### src/rtl/axi_crossbar_pkg.sv
// axi_crossbar_pkg: shared arbiter mode constants, FSM encoding and clog2 helper
package axi_crossbar_pkg;

    localparam bit ARB_MODE_FIXED = 1'b0;
    localparam bit ARB_MODE_RR    = 1'b1;

    typedef enum logic {
        ARB_IDLE   = 1'b0,
        ARB_LOCKED = 1'b1
    } arb_state_e;

    function automatic int clog2(input int n);
        int r;
        r = 0;
        for (int i = 0; i < 31; i++) if ((1 << i) < n) r = i + 1;
        return r;
    endfunction

endpackage

### src/rtl/axi_crossbar_arb_pick.sv
// axi_crossbar_arb_pick: first set request at or above a one-hot pointer, wrapping
module axi_crossbar_arb_pick #(
    parameter int N     = 3,
    parameter int IDX_W = 2
) (
    input  logic [N-1:0]     req_i,
    input  logic [N-1:0]     ptr_i,
    output logic [N-1:0]     gnt_o,
    output logic [IDX_W-1:0] idx_o,
    output logic             any_o
);

    logic [2*N-1:0] dbl;
    logic [2*N-1:0] win;

    // Doubling the request vector lets one subtraction isolate the winner across the wrap
    always_comb begin
        dbl   = {req_i, req_i};
        win   = dbl & ~(dbl - {{N{1'b0}}, ptr_i});
        gnt_o = win[N-1:0] | win[2*N-1:N];
        any_o = |req_i;
        idx_o = '0;
        for (int i = 0; i < N; i++) if (gnt_o[i]) idx_o = IDX_W'(i);
    end

endmodule

### src/rtl/axi_crossbar_rr_arbiter.sv
// axi_crossbar_rr_arbiter: locking round-robin/fixed arbiter for crossbar address channels
module axi_crossbar_rr_arbiter
    import axi_crossbar_pkg::*;
#(
    parameter int NUM_REQ     = 3,
    parameter bit ROUND_ROBIN = ARB_MODE_RR,
    parameter int IDX_W       = clog2(NUM_REQ)
) (
    input  logic               ACLK,
    input  logic               ARESET,
    input  logic [NUM_REQ-1:0] requests_i,
    input  logic               release_i,
    output logic [NUM_REQ-1:0] grant_o,
    output logic [IDX_W-1:0]   grant_idx_o,
    output logic               grant_vld_o
);

    arb_state_e         state_q, state_d;
    logic [NUM_REQ-1:0] grant_q, grant_d;
    logic [NUM_REQ-1:0] ptr_q, ptr_d;
    logic [IDX_W-1:0]   idx_q, idx_d;
    logic [NUM_REQ-1:0] pick_gnt;
    logic [IDX_W-1:0]   pick_idx;
    logic               pick_any;
    logic               arb_en;

    axi_crossbar_arb_pick #(
        .N     (NUM_REQ),
        .IDX_W (IDX_W)
    ) u_pick (
        .req_i (requests_i),
        .ptr_i (ptr_d),
        .gnt_o (pick_gnt),
        .idx_o (pick_idx),
        .any_o (pick_any)
    );

    // Pointer moves just past the releasing master; the picker sees the new value the same cycle
    always_comb begin
        ptr_d = (state_q == ARB_LOCKED && release_i && ROUND_ROBIN)
              ? {grant_q[NUM_REQ-2:0], grant_q[NUM_REQ-1]} : ptr_q;
    end

    // Arbitrate when idle or on release; otherwise the grant stays frozen
    always_comb begin
        arb_en  = (state_q == ARB_IDLE) || release_i;
        state_d = arb_en ? (pick_any ? ARB_LOCKED : ARB_IDLE) : state_q;
        grant_d = arb_en ? pick_gnt : grant_q;
        idx_d   = arb_en ? pick_idx : idx_q;
    end

    // State, grant and pointer registers; reset dominates everything
    always_ff @(posedge ACLK) begin
        if (ARESET) begin
            state_q <= ARB_IDLE;
            grant_q <= '0;
            idx_q   <= '0;
            ptr_q   <= NUM_REQ'(1);
        end else begin
            state_q <= state_d;
            grant_q <= grant_d;
            idx_q   <= idx_d;
            ptr_q   <= ptr_d;
        end
    end

    assign grant_o     = grant_q;
    assign grant_idx_o = idx_q;
    assign grant_vld_o = (state_q == ARB_LOCKED);

endmodule
### config.mk
export PLATFORM = sky130hd
export DESIGN_NAME = axi_crossbar_rr_arbiter
export DESIGN_NICKNAME = d
export VERILOG_FILES = /design/src/rtl/axi_crossbar_pkg.sv /design/src/rtl/axi_crossbar_arb_pick.sv /design/src/rtl/axi_crossbar_rr_arbiter.sv
export SDC_FILE = /design/constraint.sdc
export NUM_CORES = 1
export LEC_CHECK = 0
export ABC_AREA = 0
export CORE_MARGIN = 2
export CORE_UTILIZATION = 37
export DETAILED_ROUTE_END_ITERATION = 16
export PLACE_DENSITY = 0.63
export RECOVER_POWER = 50
export SYNTH_ARGS = -nofsm -noshare
export SYNTH_HDL_FRONTEND = slang
export SYNTH_HIERARCHICAL = 1
export SYNTH_SLANG_ARGS = --single-unit
### constraint.sdc
create_clock -name ACLK -period 1.92 [get_ports ACLK]
set_input_delay 0.288 -clock ACLK [delete_from_list [all_inputs] [get_ports ACLK]]
set_output_delay 0.288 -clock ACLK [all_outputs]
set_load 0.005 [all_outputs]
# [Word level (Yosys, flattened, before mapping)]
# Index checks and enable logic that the tools add are counted.
# Widths: inputs -> output; s select.
[classes] bitwise_logic=4 mux=4 n_addsub=1 n_reduce_logical=3
[ops] operator="$and 6x6->6" count=1
[ops] operator="$not 6->6" count=1
[ops] operator="$sub 6x3->6" count=1
[ops] operator="$mux 3" count=1
[ops] operator="$or 3x3->3" count=1
[ops] operator="$reduce_or 3->1" count=1
[ops] operator="$mux 1" count=2
[ops] operator="$mux 2" count=1
[ops] operator="$logic_and 1x1->1" count=1
[ops] operator="$logic_or 1x1->1" count=1
[ops] operator="$not 1->1" count=1
[word_totals] in_bits=6 word_cells=16 output_inout_bits=6 ff_bits=9

# [Logic depth before layout (Yosys ltp)]
# Gate-level depths: netlist of the first run.
[logic_depth] word_depth=8 mapped_depth=10 depth_no_buf=9

# [By module]
# Netlist of the first run, hierarchy kept.
[by_module_without_submodules] module="axi_crossbar_rr_arbiter" cells_each=38 n_inst=1 seq_area_each_um2=180.2 area_each_um2=401.6
[by_module_without_submodules] module="axi_crossbar_arb_pick" cells_each=20 n_inst=1 seq_area_each_um2=0.0 area_each_um2=158.9

# [Least setup slack after synthesis of the first run]
# Ideal clock, no wire load.
[synth_timing] path_kind="register to register" start="register state_q (netlist: grant_vld_o)" end="register idx_q[1] (netlist: grant_idx_o[1])" t_arrival_ps=1987 slack_ps=-136 n_path_buf=1 synth_period_minus_slack_ps=2056 setup_ps=69 stages_incl_launch_ff=11 t_required_ps=1851 cell_sequence="dfxtp_1 nand2_2 mux2_1 inv_1 fa_1 xnor2_1 o21ai_0 a31oi_1 buf_4 nand2b_1 o21ai_1"
[synth_via] elab_chain_cells=7 elab_cells_between_ends=9 classes_between="add/sub: 1; mux: 2; bitwise: 4; reduce/logical: 2"
[synth_rtl] item="start: declaration" line="axi_crossbar_rr_arbiter.sv:18" text="arb_state_e state_q, state_d;"
[synth_rtl] item="start signal: assignment" line="axi_crossbar_rr_arbiter.sv:60" text="state_q <= state_d;"
[synth_rtl] item="$logic_and 1x1->1" line="axi_crossbar_rr_arbiter.sv:40" text="ptr_d = (state_q == ARB_LOCKED && release_i && ROUND_ROBIN)"
[synth_rtl] item="$mux 3" line="axi_crossbar_rr_arbiter.sv:41" text="? {grant_q[NUM_REQ-2:0], grant_q[NUM_REQ-1]} : ptr_q;"
[synth_rtl] item="net ptr_d[1]" line="axi_crossbar_rr_arbiter.sv:20" text="logic [NUM_REQ-1:0] ptr_q, ptr_d;"
[synth_rtl] item="$sub 6x3->6" line="axi_crossbar_arb_pick.sv:19" text="win = dbl & ~(dbl - {{N{1'b0}}, ptr_i});"
[synth_rtl] item="$not 6->6" line="axi_crossbar_arb_pick.sv:19"
[synth_rtl] item="$and 6x6->6" line="axi_crossbar_arb_pick.sv:19"
[synth_rtl] item="$or 3x3->3" line="axi_crossbar_arb_pick.sv:20" text="gnt_o = win[N-1:0] | win[2*N-1:N];"
[synth_rtl] item="net pick_gnt[2]" line="axi_crossbar_rr_arbiter.sv:22" text="logic [NUM_REQ-1:0] pick_gnt;"
[synth_rtl] item="$mux 2" line="axi_crossbar_arb_pick.sv:23" text="for (int i = 0; i < N; i++) if (gnt_o[i]) idx_o = IDX_W'(i);"
[synth_rtl] item="net pick_idx[1]" line="axi_crossbar_rr_arbiter.sv:23" text="logic [IDX_W-1:0] pick_idx;"
[synth_rtl] item="end signal: assignment" line="axi_crossbar_rr_arbiter.sv:62" text="idx_q <= idx_d;"
[synth_rtl] item="end: declaration" line="axi_crossbar_rr_arbiter.sv:21" text="logic [IDX_W-1:0] idx_q, idx_d;"
# The timed path passes the listed nets, and every way through them passes these cells.
# A chain may end at the register's enable or synchronous reset.

# [Worst setup path in the final report of the first run]
[layout_timing] start="register state_q (netlist: grant_vld_o)" end="register idx_q[0] (netlist: grant_idx_o[0])"
[layout_via] elab_chain_cells=8 elab_cells_between_ends=10 classes_between="add/sub: 1; mux: 3; bitwise: 4; reduce/logical: 2"
[layout_rtl] item="$logic_and 1x1->1" line="axi_crossbar_rr_arbiter.sv:40"
[layout_rtl] item="$mux 3" line="axi_crossbar_rr_arbiter.sv:41"
[layout_rtl] item="net ptr_d[0]" line="axi_crossbar_rr_arbiter.sv:20"
[layout_rtl] item="$sub 6x3->6" line="axi_crossbar_arb_pick.sv:19"
[layout_rtl] item="$not 6->6" line="axi_crossbar_arb_pick.sv:19"
[layout_rtl] item="$and 6x6->6" line="axi_crossbar_arb_pick.sv:19"
[layout_rtl] item="$or 3x3->3" line="axi_crossbar_arb_pick.sv:20"
[layout_rtl] item="net pick_gnt[1]" line="axi_crossbar_rr_arbiter.sv:22"
[layout_rtl] item="$mux 1" line="axi_crossbar_arb_pick.sv:23"
[layout_rtl] item="$mux 2" line="axi_crossbar_arb_pick.sv:23"
[layout_rtl] item="net pick_idx[0]" line="axi_crossbar_rr_arbiter.sv:23"
# The timed path passes the listed nets, and every way through them passes these cells.

==> results.txt, run 1 <==
Clock latency on the worst-skew pair: 0.26 ns
Final worst setup slack: -0.0601 ns
Final setup viols: 2
PwrDens: 595 nW/um^2
Layout area overhead: 61.6%
Fmax achieved: 0.505 GHz
Placed Cells: 96
Vias: 517
Initial Util: 38.6%
Main synth FF type: dfxtp_1
Total GRT Usage: 16.3%
First-pass GRT wire length: 2.26 mm
Vias per cell: 4.88
CTS Buf Count: 3
Layout cells sized above 1: 38.9%
Clk buf depth: 2
Die Y-Extent: 42.9 um
Fin crit share: 103%
Synth Warn #: 6
Cells after synthesis: 58
Rows: 14
Final Hold Fails: 0
IO Port Bufs: 11
Worst hold slack: 0.484 ns
Synth Cell Area: 561 sq um
Max-Cap Viols: 0
Die X: 42.9 um
Die area: 1840 sq um
EDFF count, synth: 0
Fin area: 906 sq um
Drt pass-1 iters: 3
Fill cell count: 128
Hold Crit Depth: 1
Antenna Nets Post-Route: 0
WS Path Type: flop to flop
Antenna violations before repair: 0
Max Slew Vio Count: 0
Gpl congestion: 0.709
Post-Syn Area per Cell: 9.66 sq um
Min-Delay Path Class: flop to flop
Non-Filler Instances: 106
Library cell with the highest instance count after synthesis: nand2b_1
Critical Path End Type: flop
Area of the multi-input gates: 404 sq um
Synth Register Bits: 9
Top Ports: 12
Seq/Total Area, Yosys: 32.1%
Failing checks: negative setup slack
Largest net degree at the start of global routing: 15
Relative slew slack: 75.6%
Residual DRC: 0
CTS H-tree depth: 1
Synth Net Count: 67
Tot Pwr: 0.539 mW
Final WL: 1.28 mm
CTS tree: yes
Peak supply drop: 0.283 mV
FF/Latch Area: 185 sq um
DP HPWL: 904 um
Lkg Pwr: 0.388 nW
WL per Instance: 12.1 um
Commonest cells post-synth: nand2b_1, dfxtp_1, mux2i_1
CTS Root Buffer Type: clkbuf_4
Leading area contributor after synthesis: dfxtp_1
Fin crit period: 1.98 ns
Grt total ovfl: 0
Cell Area, Placed: 796 sq um
Worst endpoint required time: 2.12 ns
Slew @ Worst Pin: 0.366 ns
Main area contributors after synthesis: dfxtp_1, nand2b_1, mux2i_1, nand4bb_1, ha_1
Setup TNS: -0.0831 ns
Setup Skew: 0.000462 ns
Status: finished with violations
Clock sinks: 9
Worst-case reg-to-reg path depth: 9
Clk slew on worst S/H paths: 0.07 ns
Post-synth ARST share: 0%
Core area: 1450 sq um
Net count reported at finish: 100
WP data arrival: 2.18 ns
Hold_buf cts: 0
Yosys cell types: 26
N_diodes: 0
RSZ-0062 raised after global routing: yes
Initial DRC Count: 3
Max FO, Critical Path: 3
Vias in the first global route: 534
Startpoint class of the critical path: flop
Synth top area share: 32.1%
registers in the layout, summed over array words and instances (netlist names):
register and flops:
ptr_q 3, grant_vld_o 1, grant_idx_o 2, grant_o 3
area by class of cell:
type | count | area share (%)
multi-input combinational | 43 | 44.6
tap | 16 | 2.21
clock buffer | 4 | 2.90
sequential | 9 | 20.4
timing repair buffer | 31 | 28.6
inverter | 3 | 1.24
final timing paths:
path | startpoint | endpoint | slack, ns
max | grant_vld_o | grant_idx_o[0] | -0.06
min | ptr_q[0] | ptr_q[0] | 0.48
max reg2reg | grant_vld_o | grant_idx_o[0] | -0.06
min reg2reg | ptr_q[0] | ptr_q[0] | 0.48
per-layer routing:
metal	routed length (um)	GRT usage (%)	up-vias	share of wire (%)
met5	0	0	-	0
met4	14	9.38	0	1.1
met3	25	1.28	2	2.0
met2	647	27.6	8	51
met1	594	19.8	240	46
li1	-	-	267	-
per-stage QoR:
step	util, %	setup slack, ns
4_1_cts	60.5	-0.0723
3_3_place_gp	54.7	-0.551
2_1_floorplan	-	0.00262
3_5_place_dp	54.7	-0.612
6_report	62.3	-0.0601
5_1_grt	62.3	-0.179
layout by cell type (no fill, tap or decap), types with 2 or more instances in the layout:
master            n
mux2_1            2
mux2i_1           4
a211o_1           2
o21ai_1           3
clkdlybuf4s50_1  10
o21a_1            2
buf_4            20
inv_1             2
clkbuf_4          3
dfxtp_1           7
nand4bb_1         3
nand2b_1         10
a21o_1            2
a21boi_2          2
critical path, stage by stage, from the launching register on:
cell and delay [ns]:
dfxtp_4 0.37, and3_4 0.19, a21o_1 0.11, nand2b_1 0.10
fa_2 0.39, a211o_1 0.28, a21boi_2 0.15, a21boi_2 0.17
nand2b_1 0.06, o21ai_1 0.10
cells by family (layout without fill, tap and decap cells):
logic type | Yosys count | count (layout) | share of synthesized area [%]
buffers and inverters | 6 | 38 | 4.91
adder cells (fa/ha/maj) | 3 | 3 | 8.04
flip-flops | 9 | 9 | 32.1
multiplexers | 6 | 6 | 11.2
AO/OA/AOI/OAI | 14 | 14 | 19.0
XOR/XNOR | 1 | 1 | 1.56
AND/OR/NAND/NOR | 19 | 19 | 23.2
power breakdown:
| group | leakage (nW) | internal [mW] | switching (mW) |
|---|---|---|---|
| Combinational | 0.298 | 0.111 | 0.0684 |
| Clock | 0.0150 | 0.0802 | 0.0727 |
| Sequential | 0.0748 | 0.199 | 0.00824 |
repair_timing:
item / CTS / global route
hold endpoints to repair: 0 / 0
pin swaps: 3 / 5
gates resized for setup: 4 / 6
setup endpoints to repair: 5 / 5
setup buffers: 6 / 0
Power figures use the tool's default switching activity.
==> run 2: changes to the inputs <==
--- a/config.mk
+++ b/config.mk
@@ -6,11 +6,14 @@
 export NUM_CORES = 1
 export LEC_CHECK = 0
 export ABC_AREA = 0
-export CORE_MARGIN = 2
-export CORE_UTILIZATION = 37
+export CELL_PAD_IN_SITES_DETAIL_PLACEMENT = 1
+export CELL_PAD_IN_SITES_GLOBAL_PLACEMENT = 2
+export CORE_ASPECT_RATIO = 1.2
+export CORE_UTILIZATION = 26
 export DETAILED_ROUTE_END_ITERATION = 16
-export PLACE_DENSITY = 0.63
+export PLACE_DENSITY = 0.7
 export RECOVER_POWER = 50
+export REMOVE_ABC_BUFFERS = 1
 export SYNTH_ARGS = -nofsm -noshare
 export SYNTH_HDL_FRONTEND = slang
 export SYNTH_HIERARCHICAL = 1
==> run 2 against run 1 <==
- the flow still finishes with violations (negative setup slack)
- clock power fell by 3%
- flip-flop and latch count stayed put
- routed wire length is 11% higher
- non-clock buffer count shrank 6
- final cell count rose by 7.5%
- register-to-register slack barely moved
- clock-buffer cell count fell by 1
- via count shrank 3.3%
- worst setup slack got worse by 0.0067 ns
- largest power group unchanged
- highest routed layer unchanged
==> results.txt, run 2 (synthesis results as in run 1) <==
Status: finished with violations
Failing checks: negative setup slack
CTS tree: yes
Max incr delay on CP: 0.39 ns (about the same)
N_diodes: 0 (unchanged)
Top delay family on crit path: compound AO/OA/AOI/OAI gates
Max Slew Vio Count: 0 (unchanged)
WL per Instance: 12.5 um (+3.5%)
Non-Filler Instances: 114 (+7.5%)
DP HPWL: 1.12 mm (+24%)
Final WL: 1.43 mm (+11%)
Hold_buf cts: 0 (unchanged)
Final core utilization: 42.4% (-20 points)
Clock sinks: 9 (unchanged)
PwrDens: 608 nW/um^2 (+2.1%)
Top Ports: 12 (unchanged)
Setup Skew: 0.0150 ns (+0.0146 ns)
Grt total ovfl: 0 (unchanged)
Worst endpoint required time: 2.13 ns (about the same)
Critical Path End Type: flop
Die area: 2350 sq um (+27%)
Vias in the first global route: 528 (-1.1%)
Vias: 500 (-3.3%)
WP data arrival: 2.19 ns (about the same)
Core area: 2050 sq um (+41%)
Initial Util: 27.4% (-11 points)
Clock latency on the worst-skew pair: 0.27 ns (about the same)
Largest net degree at the start of global routing: 15 (unchanged)
Die X: 44.4 um (+3.4%)
CTS H-tree depth: 1 (unchanged)
Total GRT Usage: 14.2% (-2.1 points)
Most frequent cells in the layout: buf_4, nand2b_1, clkdlybuf4s50_1
First-pass GRT wire length: 2.31 mm (+2.4%)
Vias per cell: 4.39 (-10%)
CTS Root Buffer Type: clkbuf_4
Min-Delay Path Class: input port to flop
Tot Pwr: 0.528 mW (-2.1%)
Crit path buf inv count: 0 (unchanged)
IO Port Bufs: 11 (unchanged)
CTS Buf Count: 3 (unchanged)
WS Path Type: flop to flop
Max FO, Critical Path: 3 (unchanged)
Initial DRC Count: 0 (-3)
Clk buf depth: 2 (unchanged)
Drt pass-1 iters: 1 (-2)
Slew @ Worst Pin: 0.387 ns (+0.0215 ns)
Antenna violations before repair: 0 (unchanged)
Relative slew slack: 74.1% (-1.4 points)
Most common cell after layout, fill and taps aside: buf_4
Net count reported at finish: 94 (-6.0%)
Lkg Pwr: 0.359 nW (-7.4%)
Antenna Nets Post-Route: 0 (unchanged)
RSZ-0062 raised after global routing: yes
Die Y-Extent: 52.9 um (+23%)
Fin crit share: 103% (+0.35 points)
Peak supply drop: 0.260 mV (-8.3%)
Fin area: 868 sq um (-4.1%)
Gpl congestion: 0.671 (-5.3%)
Residual DRC: 0 (unchanged)
Final setup viols: 2 (unchanged)
Final worst setup slack: -0.0668 ns (-0.00668 ns)
Fill cell count: 233 (+82%)
Final Hold Fails: 0 (unchanged)
Rows: 18 (+4)
Critical Path, Cell by Cell: and3_4, a21o_1, nand2b_1, fa_2, a211o_1, a21boi_2, a21boi_2, nand2b_1, o21ai_1
Layout area overhead: 54.9%
Max-Cap Viols: 0 (unchanged)
Fin crit period: 1.99 ns (+0.00668 ns)
Cell Area, Placed: 782 sq um (-1.7%)
Startpoint class of the critical path: flop
Layout cells sized above 1: 36.9% (-2.0 points)
Slowest-stage cell, CP: fa_2
Fmax achieved: 0.503 GHz (-0.34%)
Clk slew on worst S/H paths: 0.07 ns (about the same)
Placed Cells: 108 (+13%)
[run 2: cell types whose count changed in the layout (fill, tap and decap cells not counted)]
cell	change
buf_4	-6
clkdlybuf4s50_1	-2
nand2_4	-1
nand2_2	+1
dlygate4sd2_1	-1
dlygate4sd3_1	+2
dfxtp_2	+1
clkinv_2	+1
clkbuf_2	+1
dfxtp_4	-1
clkbuf_1	-1
[run 2: power breakdown]
part	leakage, nW	switching (mW)	internal (mW)	total (mW)
Clock	0.0177	0.0713	0.0767	0.148
Combinational	0.267	0.0702	0.103	0.173
Sequential	0.0744	0.00726	0.200	0.207
Total	0.359	0.149	0.379	0.528
[run 2: tightest hold or removal path, delay by kind of cell]
kind	cells	cell delay [ns]
buffers and inverters	1	0.14
and+or+nand+nor	1	0.13
AOI/OAI and AO/OA	1	0.06
[run 2: repair_timing]
action	4_1_cts	5_1_grt
pin swaps	5	3
gates cloned	0	0
gates resized for setup	10	4
setup endpoints to repair	5	5
buffers inserted	1	1
[run 2: layer usage]
layer	track usage [%]	part of all wire (%)
met1	14.1	39
met5	0	0
met2	27.2	59
met4	9.09	1.2
met3	1.37	1.2
[run 2: final cells by class]
class | count | area (sq um) | share of cell area (%)
clock buffer | 3 | 22.5 | 2.59
clock inverter | 1 | 5.00 | 0.576
inverter | 3 | 11.3 | 1.30
multi-input combinational | 43 | 399 | 46.0
sequential | 9 | 183 | 21.0
tap | 30 | 37.5 | 4.32
timing repair buffer | 25 | 210 | 24.2
[run 2: per-stage QoR]
step / setup WS [ns] / hold slack, ns / TNS (ns)
global placement: -0.648 / 0.445 / -3.00
finish: -0.0668 / 0.388 / -0.0929
detailed placement: -0.694 / 0.461 / -3.18
CTS: -0.0436 / 0.478 / -0.0655
floorplan: -0.128 / 0.382 / -0.199
global route: -0.193 / 0.413 / -0.536
[run 2: path summary, 6_finish.rpt]
check               from              to  slack [ns]  cells after the start
min reg2reg     ptr_q[0]        ptr_q[0]        0.47                      1
max reg2reg  grant_vld_o  grant_idx_o[0]       -0.07                      9
max          grant_vld_o  grant_idx_o[0]       -0.07                      9
min            release_i      grant_o[2]        0.39                      3
==> run 3: changes to the inputs <==
--- a/config.mk
+++ b/config.mk
@@ -9,6 +9,7 @@
 export CELL_PAD_IN_SITES_DETAIL_PLACEMENT = 1
 export CELL_PAD_IN_SITES_GLOBAL_PLACEMENT = 2
 export CORE_ASPECT_RATIO = 1.2
+export CORE_MARGIN = 2
 export CORE_UTILIZATION = 26
 export DETAILED_ROUTE_END_ITERATION = 16
 export PLACE_DENSITY = 0.7
==> run 3 against run 2 <==
- the run still ends with negative setup slack left
- critical endpoint unchanged
- combinational power shrank 3%
- worst hold slack gained 0.082 ns
- global-route usage shrank 0.24 points
- via count grew 2.2%
- first-iteration DRC count grew 3
- core utilization grew 0.18 points
- sequential power is essentially flat
- routed wire length shrank 3.0%
==> results.txt, run 3 (synthesis results as in run 1) <==
Status: finished with violations
Failing checks: negative setup slack
WP data arrival: 2.17 ns (-0.02 ns)
Int Pwr: 0.383 mW (+0.90%)
Lkg Pwr: 0.361 nW (+0.52%)
Startpoint class of the critical path: flop
Peak supply drop: 0.226 mV (-13%)
Critical Path End Type: flop
Most frequent cells in the layout: buf_4, nand2b_1, clkdlybuf4s50_1
Initial Util: 27.4% (unchanged)
Non-Filler Instances: 115 (+0.88%)
Min-Delay Path Class: flop to flop
WL per Instance: 12.0 um (-3.9%)
Setup Skew: 0.000228 ns (-0.0148 ns)
First-pass GRT wire length: 2.37 mm (+2.7%)
Total GRT Usage: 14.0% (-0.24 points)
WS Path Type: flop to flop
Die X: 46.4 um (+4.5%)
Fmax achieved: 0.508 GHz (+0.98%)
N_diodes: 0 (unchanged)
CTS H-tree depth: 1 (unchanged)
Core area: 2050 sq um (unchanged)
Gate power share: 31.8% (-0.9 points)
Vias per cell: 4.44 (+1.3%)
Rows: 18 (unchanged)
Net switching power: 0.143 mW (-4.1%)
CTS tree: yes
DP HPWL: 1.07 mm (-4.5%)
Vias in the first global route: 530 (+0.38%)
Worst endpoint required time: 2.12 ns (about the same)
Final core utilization: 42.6% (+0.18 points)
Clock latency on the worst-skew pair: 0.26 ns (about the same)
Gpl congestion: 0.710 (+5.8%)
Antenna Nets Post-Route: 0 (unchanged)
Fin crit share: 102% (-1.0 points)
Residual DRC: 0 (unchanged)
Max Slew Vio Count: 0 (unchanged)
Top Ports: 12 (unchanged)
Relative slew slack: 72.7% (-1.4 points)
Max FO, Critical Path: 3 (unchanged)
Clock group share of total power: 28.7% (+0.7 points)
Die Y-Extent: 54.9 um (+3.8%)
Drt pass-1 iters: 3 (+2)
Seq pwr share: 39.5% (+0.3 points)
Fin crit period: 1.97 ns (-0.0193 ns)
CTS Buf Count: 3 (unchanged)
Initial DRC Count: 3 (+3)
Slew @ Worst Pin: 0.409 ns (+0.0215 ns)
Die area: 2540 sq um (+8.5%)
RSZ-0062 raised after global routing: yes
Clock sinks: 9 (unchanged)
Final Hold Fails: 0 (unchanged)
Antenna violations before repair: 0 (unchanged)
Final worst setup slack: -0.0474 ns (+0.0193 ns)
Placed Cells: 107 (-0.93%)
Clk slew on worst S/H paths: 0.06 ns (about the same)
CTS Root Buffer Type: clkbuf_4
Vias: 511 (+2.2%)
Net count reported at finish: 95 (+1.1%)
Switch share: 27.1% (-1.0 points)
Most common cell after layout, fill and taps aside: buf_4
Final setup viols: 2 (unchanged)
PwrDens: 602 nW/um^2 (-0.93%)
Largest net degree at the start of global routing: 15 (unchanged)
Grt total ovfl: 0 (unchanged)
Tot Pwr: 0.525 mW (-0.50%)
Layout area overhead: 55.6%
IO Port Bufs: 11 (unchanged)
Final WL: 1.38 mm (-3.0%)
Max-Cap Viols: 0 (unchanged)
Clk buf depth: 2 (unchanged)
Layout cells sized above 1: 32.9% (-4.0 points)
## run 3: path summary, 6_finish.rpt
path | from | to | slack [ns] | cells past startpoint
worst min register to register | ptr_q[0] | ptr_q[0] | 0.47 | 1
worst min-delay path | ptr_q[0] | ptr_q[0] | 0.47 | 1
worst max-delay path | grant_vld_o | grant_idx_o[0] | -0.05 | 9
worst max register to register | grant_vld_o | grant_idx_o[0] | -0.05 | 9
## run 3: worst max-delay path: stages, from the launching register on
cell and delay (ns):
dfxtp_2 0.36, and3_4 0.19, a21o_1 0.11, nand2b_1 0.09, fa_2 0.39, a211o_1 0.29, a21boi_2 0.15, a21boi_2 0.16
nand2b_1 0.06, o21ai_1 0.11
## run 3: area by class of cell
class / instances / area, sq um
timing repair buffer: 26 / 224
multi-input combinational: 43 / 392
fill: 236 / 1180
tap: 30 / 37.5
clock buffer: 4 / 26.3
sequential: 9 / 181
inverter: 3 / 11.3
## run 3: repair_timing
action                                  4_1_cts  5_1_grt
pin swaps                                     4        5
hold buffers                                  0        0
resized for setup                             7        4
setup buffers                                 2        2
gates cloned                                  0        0
endpoints found under the setup margin        5        5
## run 3: per-layer routing
| metal | vias up | routed length (um) | track usage (%) |
|---|---|---|---|
| met5 | - | 0 | 0 |
| met4 | 0 | 55 | 12.9 |
| met3 | 5 | 21 | 0.990 |
| met2 | 9 | 749 | 22.2 |
| met1 | 240 | 557 | 16.2 |
| li1 | 257 | - | - |
## run 3: per-stage QoR
step	hold slack, ns	setup WS [ns]	TNS, ns	area (sq um)
finish	0.470	-0.0474	-0.0560	872
global route	0.492	-0.159	-0.470	872
CTS	0.476	-0.0614	-0.177	831
detailed placement	0.456	-0.700	-3.05	774
global placement	0.444	-0.669	-2.93	774
floorplan	0.382	-0.128	-0.199	544
## run 3: power by group through the flow
stage          clock [mW]  combinational [mW]  sequential (mW)
5_1_grt             0.163               0.186            0.209
6_report            0.151               0.167            0.208
4_1_cts             0.157               0.151            0.208
2_1_floorplan           0              0.0653            0.212
3_5_place_dp            0               0.142            0.211
3_3_place_gp            0               0.141            0.210
